File: config.mk
export PLATFORM = sky130hd
export DESIGN_NAME = peri_timer_gpio
export DESIGN_NICKNAME = d
export VERILOG_FILES = /design/src/rtl/peri_timer_gpio_pkg.sv /design/src/rtl/peri_timer_core.sv /design/src/rtl/peri_timer_gpio.sv
export SDC_FILE = /design/constraint.sdc
export NUM_CORES = 1
export LEC_CHECK = 0
export ABC_AREA = 1
export BUFFER_PORTS_ARGS = -buffer_cell sky130_fd_sc_hd__buf_4
export CAP_MARGIN = 0
export CORE_ASPECT_RATIO = 1.4
export CORE_UTILIZATION = 45
export CTS_BUF_LIST = sky130_fd_sc_hd__clkbuf_4
export DETAILED_ROUTE_END_ITERATION = 12
export PLACE_DENSITY = 0.75
export SLEW_MARGIN = 20
export SYNTH_ARGS = -nofsm -noshare
export SYNTH_HDL_FRONTEND = slang
export SYNTH_SLANG_ARGS = --single-unit
File: constraint.sdc
create_clock -name clk -period 2.45 [get_ports clk]
set_clock_uncertainty 0.1 [all_clocks]
set_input_delay 0.49 -clock clk [delete_from_list [all_inputs] [get_ports clk]]
set_output_delay 0.49 -clock clk [all_outputs]
set_load 0.02 [all_outputs]
File: src/rtl/peri_timer_gpio_pkg.sv
// Shared definitions for the peripheral timer/GPIO responder: register
// offsets (word index inside the window), CTRL layout, reset values and a
// byte-enable merge helper.
package peri_timer_gpio_pkg;

  localparam logic [2:0] REG_LED      = 3'd0;
  localparam logic [2:0] REG_CTRL     = 3'd1;
  localparam logic [2:0] REG_PRESCALE = 3'd2;
  localparam logic [2:0] REG_COUNT    = 3'd3;
  localparam logic [2:0] REG_COMPARE  = 3'd4;
  localparam logic [2:0] REG_STATUS   = 3'd5;
  localparam logic [2:0] REG_RSV0     = 3'd6;
  localparam logic [2:0] REG_RSV1     = 3'd7;

  localparam int CTRL_EN         = 0;
  localparam int CTRL_AUTORELOAD = 1;
  localparam int CTRL_IRQ_EN     = 2;

  typedef struct packed {
    logic irq_en;
    logic autoreload;
    logic en;
  } ctrl_t;

  localparam ctrl_t       RST_CTRL     = '0;
  localparam logic [15:0] RST_PRESCALE = 16'h0000;
  localparam logic [31:0] RST_COUNT    = 32'h0000_0000;
  localparam logic [31:0] RST_COMPARE  = 32'hFFFF_FFFF;

  // Replace the bytes of old selected by be with the matching bytes of wd.
  function automatic logic [31:0] be_merge(input logic [31:0] old,
                                           input logic [31:0] wd,
                                           input logic [3:0]  be);
    logic [31:0] res;
    res = old;
    for (int b = 0; b < 4; b++)
      if (be[b]) res[8*b +: 8] = wd[8*b +: 8];
    return res;
  endfunction

endpackage

File: src/rtl/peri_timer_core.sv
// Prescaled 32-bit timer: 16-bit divider, counter, compare and sticky MATCH.
// Software writes arrive as strobes; a COUNT write beats a same-cycle tick.
module peri_timer_core
  import peri_timer_gpio_pkg::*;
(
  input  logic        clk,
  input  logic        rst_n,
  input  logic        en_i,
  input  logic        autoreload_i,
  input  logic [15:0] prescale_i,
  input  logic [31:0] compare_i,
  input  logic        div_clr_i,
  input  logic        count_we_i,
  input  logic [31:0] count_wdata_i,
  input  logic        match_clr_i,
  output logic [31:0] count_o,
  output logic        match_o
);

  logic [15:0] div_q, div_d;
  logic [31:0] count_q, count_d;
  logic        match_q, match_d;
  logic        tick, hit;

  assign tick = en_i & (div_q == prescale_i);

  // Divider, counter and MATCH next state; set of MATCH beats W1C.
  always_comb begin
    div_d = div_q + 16'd1;
    if (div_clr_i | ~en_i | tick) div_d = '0;
    hit     = tick & ~count_we_i & (count_q == compare_i);
    count_d = count_q;
    if (count_we_i)  count_d = count_wdata_i;
    else if (tick)   count_d = (hit & autoreload_i) ? '0 : count_q + 32'd1;
    match_d = hit | (match_q & ~match_clr_i);
  end

  // Timer state registers.
  always_ff @(posedge clk) begin
    if (!rst_n) begin
      div_q   <= '0;
      count_q <= RST_COUNT;
      match_q <= 1'b0;
    end else begin
      div_q   <= div_d;
      count_q <= count_d;
      match_q <= match_d;
    end
  end

  assign count_o = count_q;
  assign match_o = match_q;

endmodule

File: src/rtl/peri_timer_gpio.sv
// Peripheral-bus responder: LED register plus prescaled timer with
// compare-match interrupt. Zero-wait grant, one-cycle registered response.
// Optional macro PERI_TIMER_GPIO_ERR_EN adds peri_err for reserved offsets
// and partial stores to COUNT/COMPARE (those stores are then dropped).
module peri_timer_gpio
  import peri_timer_gpio_pkg::*;
#(
  parameter logic [31:0] BASE_ADDR = 32'h0002_0000,
  parameter logic [31:0] WIN_MASK  = 32'h0000_001F,
  parameter int          LED_W     = 4
) (
  input  logic             clk,
  input  logic             rst_n,
  input  logic [31:0]      peri_addr,
  input  logic             peri_req,
  input  logic             peri_write,
  input  logic [3:0]       peri_be,
  input  logic [31:0]      peri_wdata,
  output logic             peri_gnt,
  output logic             peri_rvalid,
  output logic [31:0]      peri_rdata,
`ifdef PERI_TIMER_GPIO_ERR_EN
  output logic             peri_err,
`endif
  output logic [LED_W-1:0] led_o,
  output logic             timer_irq_o
);

  logic             sel, wr, bad, wr_ok;
  logic [2:0]       off;
  logic [31:0]      rd_val, wmerge, count;
  logic             match;
  logic [LED_W-1:0] led_q, led_d;
  ctrl_t            ctrl_q, ctrl_d;
  logic [15:0]      pre_q, pre_d;
  logic [31:0]      cmp_q, cmp_d;
  logic             irq_q, rvalid_q;
  logic [31:0]      rdata_q;

  assign sel   = peri_req & ((peri_addr & ~WIN_MASK) == BASE_ADDR);
  assign off   = peri_addr[4:2];
  assign wr    = sel & peri_write;
`ifdef PERI_TIMER_GPIO_ERR_EN
  assign bad   = sel & ((off == REG_RSV0) | (off == REG_RSV1) |
                 (peri_write & (peri_be != 4'hF) &
                  ((off == REG_COUNT) | (off == REG_COMPARE))));
`else
  assign bad   = 1'b0;
`endif
  assign wr_ok = wr & ~bad;

  // Read mux over the current register contents.
  always_comb begin
    rd_val = '0;
    case (off)
      REG_LED:      rd_val[LED_W-1:0] = led_q;
      REG_CTRL:     rd_val[2:0]       = ctrl_q;
      REG_PRESCALE: rd_val[15:0]      = pre_q;
      REG_COUNT:    rd_val            = count;
      REG_COMPARE:  rd_val            = cmp_q;
      REG_STATUS:   rd_val[0]         = match;
      REG_RSV0,
      REG_RSV1:     rd_val            = '0;
    endcase
  end

  // Stores merge into the addressed register's current value bytewise.
  assign wmerge = be_merge(rd_val, peri_wdata, peri_be);

  // Register-file next state.
  always_comb begin
    led_d  = led_q;
    ctrl_d = ctrl_q;
    pre_d  = pre_q;
    cmp_d  = cmp_q;
    if (wr_ok) begin
      case (off)
        REG_LED:      led_d = wmerge[LED_W-1:0];
        REG_CTRL: begin
          ctrl_d.en         = wmerge[CTRL_EN];
          ctrl_d.autoreload = wmerge[CTRL_AUTORELOAD];
          ctrl_d.irq_en     = wmerge[CTRL_IRQ_EN];
        end
        REG_PRESCALE: pre_d = wmerge[15:0];
        REG_COMPARE:  cmp_d = wmerge;
        default: ;
      endcase
    end
  end

  // Register file, interrupt and bus response registers.
  always_ff @(posedge clk) begin
    if (!rst_n) begin
      led_q    <= '0;
      ctrl_q   <= RST_CTRL;
      pre_q    <= RST_PRESCALE;
      cmp_q    <= RST_COMPARE;
      irq_q    <= 1'b0;
      rvalid_q <= 1'b0;
      rdata_q  <= '0;
    end else begin
      led_q    <= led_d;
      ctrl_q   <= ctrl_d;
      pre_q    <= pre_d;
      cmp_q    <= cmp_d;
      irq_q    <= match & ctrl_q.irq_en;
      rvalid_q <= sel;
      rdata_q  <= (sel & ~peri_write) ? rd_val : '0;
    end
  end

`ifdef PERI_TIMER_GPIO_ERR_EN
  logic err_q;
  // Error flag travels with the response.
  always_ff @(posedge clk) begin
    if (!rst_n) err_q <= 1'b0;
    else        err_q <= bad;
  end
  assign peri_err = err_q;
`endif

  peri_timer_core u_core (
    .clk           (clk),
    .rst_n         (rst_n),
    .en_i          (ctrl_q.en),
    .autoreload_i  (ctrl_q.autoreload),
    .prescale_i    (pre_q),
    .compare_i     (cmp_q),
    .div_clr_i     (wr_ok & ((off == REG_PRESCALE) | (off == REG_CTRL))),
    .count_we_i    (wr_ok & (off == REG_COUNT)),
    .count_wdata_i (wmerge),
    .match_clr_i   (wr_ok & (off == REG_STATUS) & peri_be[0] & peri_wdata[0]),
    .count_o       (count),
    .match_o       (match)
  );

  assign peri_gnt    = sel;
  assign peri_rvalid = rvalid_q;
  assign peri_rdata  = rdata_q;
  assign led_o       = led_q;
  assign timer_irq_o = irq_q;

endmodule
* Word-level counts from Yosys, hierarchy flattened
Index checks and enable logic that the tools add are counted.
** Word-level totals
- Register bits :: 138
- Input port bits :: 72
- Output and inout port bits :: 39
- Word-level logic and storage cells :: 68
** Cells by class
- Add/subtract/negate cells :: 2
- Equality and inequality tests :: 10
- Mux-type cells :: 12
- Bitwise operators :: 23
- Reductions and logical operators :: 9
** Operators with widths (number)
- $mux 32 :: 3
- $pmux 12 s3 :: 1
- $add 32x1->32 const B :: 1
- $eq 32x32->1 :: 1
- $mux 8 :: 4
- $pmux 16 s2 :: 1
- $eq 27x13->1 const B :: 1
- $add 16x1->16 const B :: 1
- $eq 16x16->1 :: 1
- $and 1x1->1 :: 14
- $eq 3x3->1 const B :: 4
- $pmux 2 s5 :: 1
- $reduce_and 2->1 :: 5
- $pmux 1 s7 :: 1
- $eq 3x2->1 const B :: 2
- $not 1->1 :: 5
- $or 1x1->1 :: 4
- $pmux 1 s4 :: 1
- $reduce_or 2->1 :: 2
- $eq 3x1->1 const B :: 1
- $logic_not 3->1 :: 1
- $reduce_bool 2->1 :: 1

* Longest topological paths before layout
- Depth in word-level cells :: 11
- Depth in mapped cells :: 14
- Depth with buffers taken out :: 14

* Hierarchy
Synthesis repeated with hierarchy kept, for this count alone.
** Second synthesis, totals
- Cell total of the unflattened synthesis :: 1471
- Area, all modules :: 8857.2 µm²
** By module, submodules not included
- peri_timer_core :: instances 1, cells an instance 794, area each 4496.8 µm², seq. area each 980.9 µm²
- peri_timer_gpio :: instances 1, cells an instance 677, area each 4360.4 µm², seq. area each 1781.7 µm²

* Least setup slack after synthesis
OpenSTA, ideal clock, no wires.
- Path kind :: input-to-reg
- Start :: input port peri_addr[31]
- End :: register cmp_q[9]
- Library setup time :: 130 ps
- Arrival :: 1619 ps
- Data required time :: 2220 ps
- Path slack :: 601 ps
- Stages on the path :: 12
- Buffers on the path :: 2
- Path through :: inv_1 nand2_1 nor2_1 inv_1 nor2_1 nand3_2 inv_2 nand2_1 buf_6 buf_6 a21oi_1 o21ai_0
** On the way
- Word-level cells in the longest chain between the ends :: 4
** RTL lines
- start, declared :: RTL line peri_timer_gpio.sv:14 : input logic [31:0] peri_addr,
- $eq 27x13->1 :: RTL line peri_timer_gpio.sv:40 : assign sel = peri_req & ((peri_addr & ~WIN_MASK) == BASE_ADDR);
- $and 1x1->1 :: RTL line peri_timer_gpio.sv:40
- $and 1x1->1 :: RTL line peri_timer_gpio.sv:42 : assign wr = sel & peri_write;
- $reduce_and 2->1 (no line)
- end signal, assigned :: RTL line peri_timer_gpio.sv:105 : cmp_q <= cmp_d;
- end, declared :: RTL line peri_timer_gpio.sv:36 : logic [31:0] cmp_q, cmp_d;
Every way passes these cells.
A chain may end at the register's enable or synchronous reset.

* Worst setup path in the final report
- Start :: register u_core.count_q[13], in the netlist u_core.count_o[13]
- End :: register u_core.count_q[13], in the netlist u_core.count_o[13]
** On the way
- Word-level cells in the longest chain between the ends :: 6
- Elaborated cells on any way between the ends :: 9
- Those cells by class :: add/sub: 1; eq/ne: 1; mux: 5; bitwise: 2
** RTL lines
- start, declared :: RTL line peri_timer_core.sv:21 : logic [31:0] count_q, count_d;
- start signal, assigned :: RTL line peri_timer_core.sv:46 : count_q <= count_d;
- parallel branches: the longest is 5 deep, another holds $add 32x1->32
- $mux 32 (*) :: RTL line peri_timer_core.sv:33 : if (count_we_i) count_d = count_wdata_i;
Mark *: on every way between the ends. The select of a mux whose other input is x is not followed.

==> results.md <==
- # rows: 59
- IO Port Bufs: 108
- Fmax: 0.4564 GHz
- Clock Sinks: between 100 and 150
- Synth Net Count: 1468
- Top cells by count, synth: nand2_1, inv_1, nor2_1, dfxtp_1, a21oi_1
- Max-slew violations: 0
- Sequential area share after synthesis: between 30% and 40%
- Largest net degree at the start of global routing: 61
- Die Footprint: about 0.020 mm²
- Area share of the largest cell type after synthesis: 32.26%
- Status: complete, but fails checks
- Async SR Flop Fraction: 0%
- R2R Setup Slk: 0.26 ns
- Vias in the first global route: 8515
- Sequential power share: 56.1%
- Worst Setup Path Type: flop to flop
- Worst Setup EP: u_core.count_o[13]
- Number of synthesized register bits: 138
- Setup Fix Bufs, Post-CTS: 0
- Synth Instances: 1394
- Pwr Density: 401.4 mW/mm²
- First-pass DRT Iterations: 9
- Final Cycle Share: between 80 and 90%
- Clock transition at path regs: 0.14 ns
- Layout area overhead: 16.22%
- Post-layout nets: 1575
- CP Data Required Time: 2.79 ns
- Hold crit path type: primary input to flop
- Global-route wire length before repair: 41630 µm
- Max Cap Viol: 0
- Reg2Reg Capture Point: u_core.count_o[13]
- Post-CTS sizing: 0
- Global Route Usage Sum: between 20% and 30%
- Bufs on Longest Clock Path: 2
- Reg2Reg Launch Point: u_core.count_o[13]
- Iter 0 DRT Violations: between 600 and 700
- Met2 Wirelength: 13340 µm
- Detailed Place HPWL: slightly above 20000 µm
- Worst Path Max Fanout: 13
- Maximum VDD drop: approximately 0.00029 V
- Critical Path Start: u_core.count_o[13]
- Post-CTS Hold Fix Bufs: 0
- Sw frac: 27.98%
- CTS root buffer: clkbuf_4
- Slew @ Worst Pin: 0.7129 ns
- Via density: 5.036
- Chip width: 118.6 µm
- Synth Cell Area: approximately 0.0086 mm²
- Worst setup SP type: flop
- Avg Cell Area, Syn: 6.144 µm²
- PnR worst setup slack: 0.2592 ns
- I/O pin cnt: ~110
- Pre-CTS setup slack: approximately 0.22 ns
- Core Area: roughly 0.019 mm²
- Hold Path Origin: peri_wdata[20]
- Area of the multi-input gates: roughly 0.0046 mm²
- NetSw: ~0.0011 W
- Yosys cell types: 47
- R2R depth: 8
- Final setup viols: 0
- Ys flop type: dfxtp_1
- RSZ-0062 raised after global routing: false
- Fillers: 1943
- Area of placed instances: between 0.009 and 0.01 mm²
- Initial antenna violation count: 1
- Storage cell area: 0.002763 mm²
- Power Internal: 0.002878 W
- Setup TNS: 0 ns
- Post-layout min period: 2.191 ns
- Final Cell Area: roughly 0.01 mm²
- Most frequent cell after synthesis: nand2_1
- Clk pwr share: 36.6%
- WL met3: around 1100 µm
- Post-synth EDFFs: 0
- CTS tree: yes
- Top cells by area, synth: dfxtp_1, nand2_1, inv_1
- Crit end category: flop
- YS warnings: 0
- Fin util: 53.50%
- DR DRC count: 1
- CP arrival: 2.53 ns
- Gr ovfl total: 0
- Cell taking the most area after synthesis: dfxtp_1
- Highest routed layer: met4
- Die span in y: 165.2 µm
- Failing checks: DRC
- Post-route ant nets: 0
- DRT met1 WL: 10210 µm
- Logic gate share of total power: just over 7%
- Total CTS buffers: 17
- Leak: 4.373 nW
- Fin. Hold Viols: 0
- Wire per inst: about 15 µm
- Fraction of layout cells with a size suffix above 1: about 15%
- RePlAce Congestion: roughly 0.99
- Final wirelength: between 20000 and 30000 µm
- Initial cell density of the core: 46.04%
- Total number of vias: between 8k and 9k
- H-tree levels: 4
- Rel. slew slack: 52.47%
- Worst-Skew Late Latency: 0.60 ns
cell type report:
cell class	instances	area share, %
clock inverters	14	1.232
multi-input cells	964	46.39
diodes	5	0.1257
inverters	241	9.089
clock buffers	18	1.358
repair buffers	139	10.99
well taps	244	3.067
flip-flops and latches	138	27.76
per-layer routing:
layer,track usage [%],vias to the layer above
li1,-,4585
met1,29.24,3973
met2,50.69,248
met3,4.361,72
met4,15.94,0
met5,0,-
cells in the final DEF (no fill, tap or decap), types with 4 or more instances in the layout:
master	instances
clkinvlp_4	6
dfxtp_1	138
xnor2_1	12
clkinv_1	4
nor2_2	9
nand3b_1	6
nor3_1	26
inv_2	13
o21ai_0	85
a31oi_1	6
clkbuf_4	18
nand3_1	63
o22ai_1	17
buf_4	135
nor2_4	5
nand2_2	6
nor2_1	151
nand4_1	17
o21ai_1	15
nand3_2	10
o211ai_1	8
buf_12	4
a21oi_1	89
nand2_1	382
xor2_1	28
o221ai_1	4
diode_2	5
inv_1	226
state kept, by name (all words and copies together), names as in the netlist:
signal / cells
cmp_q: 32
peri_rdata: 32
u_core.count_o: 32
pre_q: 16
u_core.div_q: 16
led_o: 4
ctrl_q: 3
peri_rvalid: 1
timer_irq_o: 1
u_core.match_o: 1
critical path, cell delays in order (launching register included):
cell	delay, ns
dfxtp_1	0.41
xnor2_1	0.42
nand3_1	0.15
nor2_1	0.18
nand2_1	0.09
nor2_1	0.17
nand3_2	0.32
nand2_1	0.16
a21oi_1	0.07
how the worst min path moves through the flow:
stage	to	cells past startpoint
after floorplan	timer_irq_o	2
after global placement	timer_irq_o	2
after detailed placement	timer_irq_o	2
after CTS	cmp_q[20]	3
after global routing	peri_rdata[3]	3
final	cmp_q[20]	3
power groups by stage:
| stage | clock network [W] | logic [W] | registers, W |
|---|---|---|---|
| after floorplan | 0 | 0.000139 | 0.00229 |
| after global placement | 0 | 0.000284 | 0.00229 |
| after detailed placement | 0 | 0.000287 | 0.00229 |
| after CTS | 0.00150 | 0.000288 | 0.00224 |
| after global routing | 0.00159 | 0.000320 | 0.00224 |
| final | 0.00146 | 0.000288 | 0.00224 |
per-stage QoR:
stage               cells  hold WS, ns  power [W]
floorplan            1394       0.3196   0.002432
global placement     1726       0.3499   0.002577
detailed placement   1726       0.3580   0.002581
CTS                  1758      0.06441   0.004037
global route         1763       0.1016   0.004159
finish               1763       0.1035   0.003996
kinds of logic after synthesis:
logic type	after synthesis	synth area share (%)
and+or+nand+nor	692	35.09
AOI/OAI and AO/OA	229	14.32
adders and majority gates	2	0.2921
buffers and inverters	292	13.83
muxes	1	0.1169
xor gates and xnor gates	40	4.091
DFF	138	32.26
(Power assumes the default switching activity.)
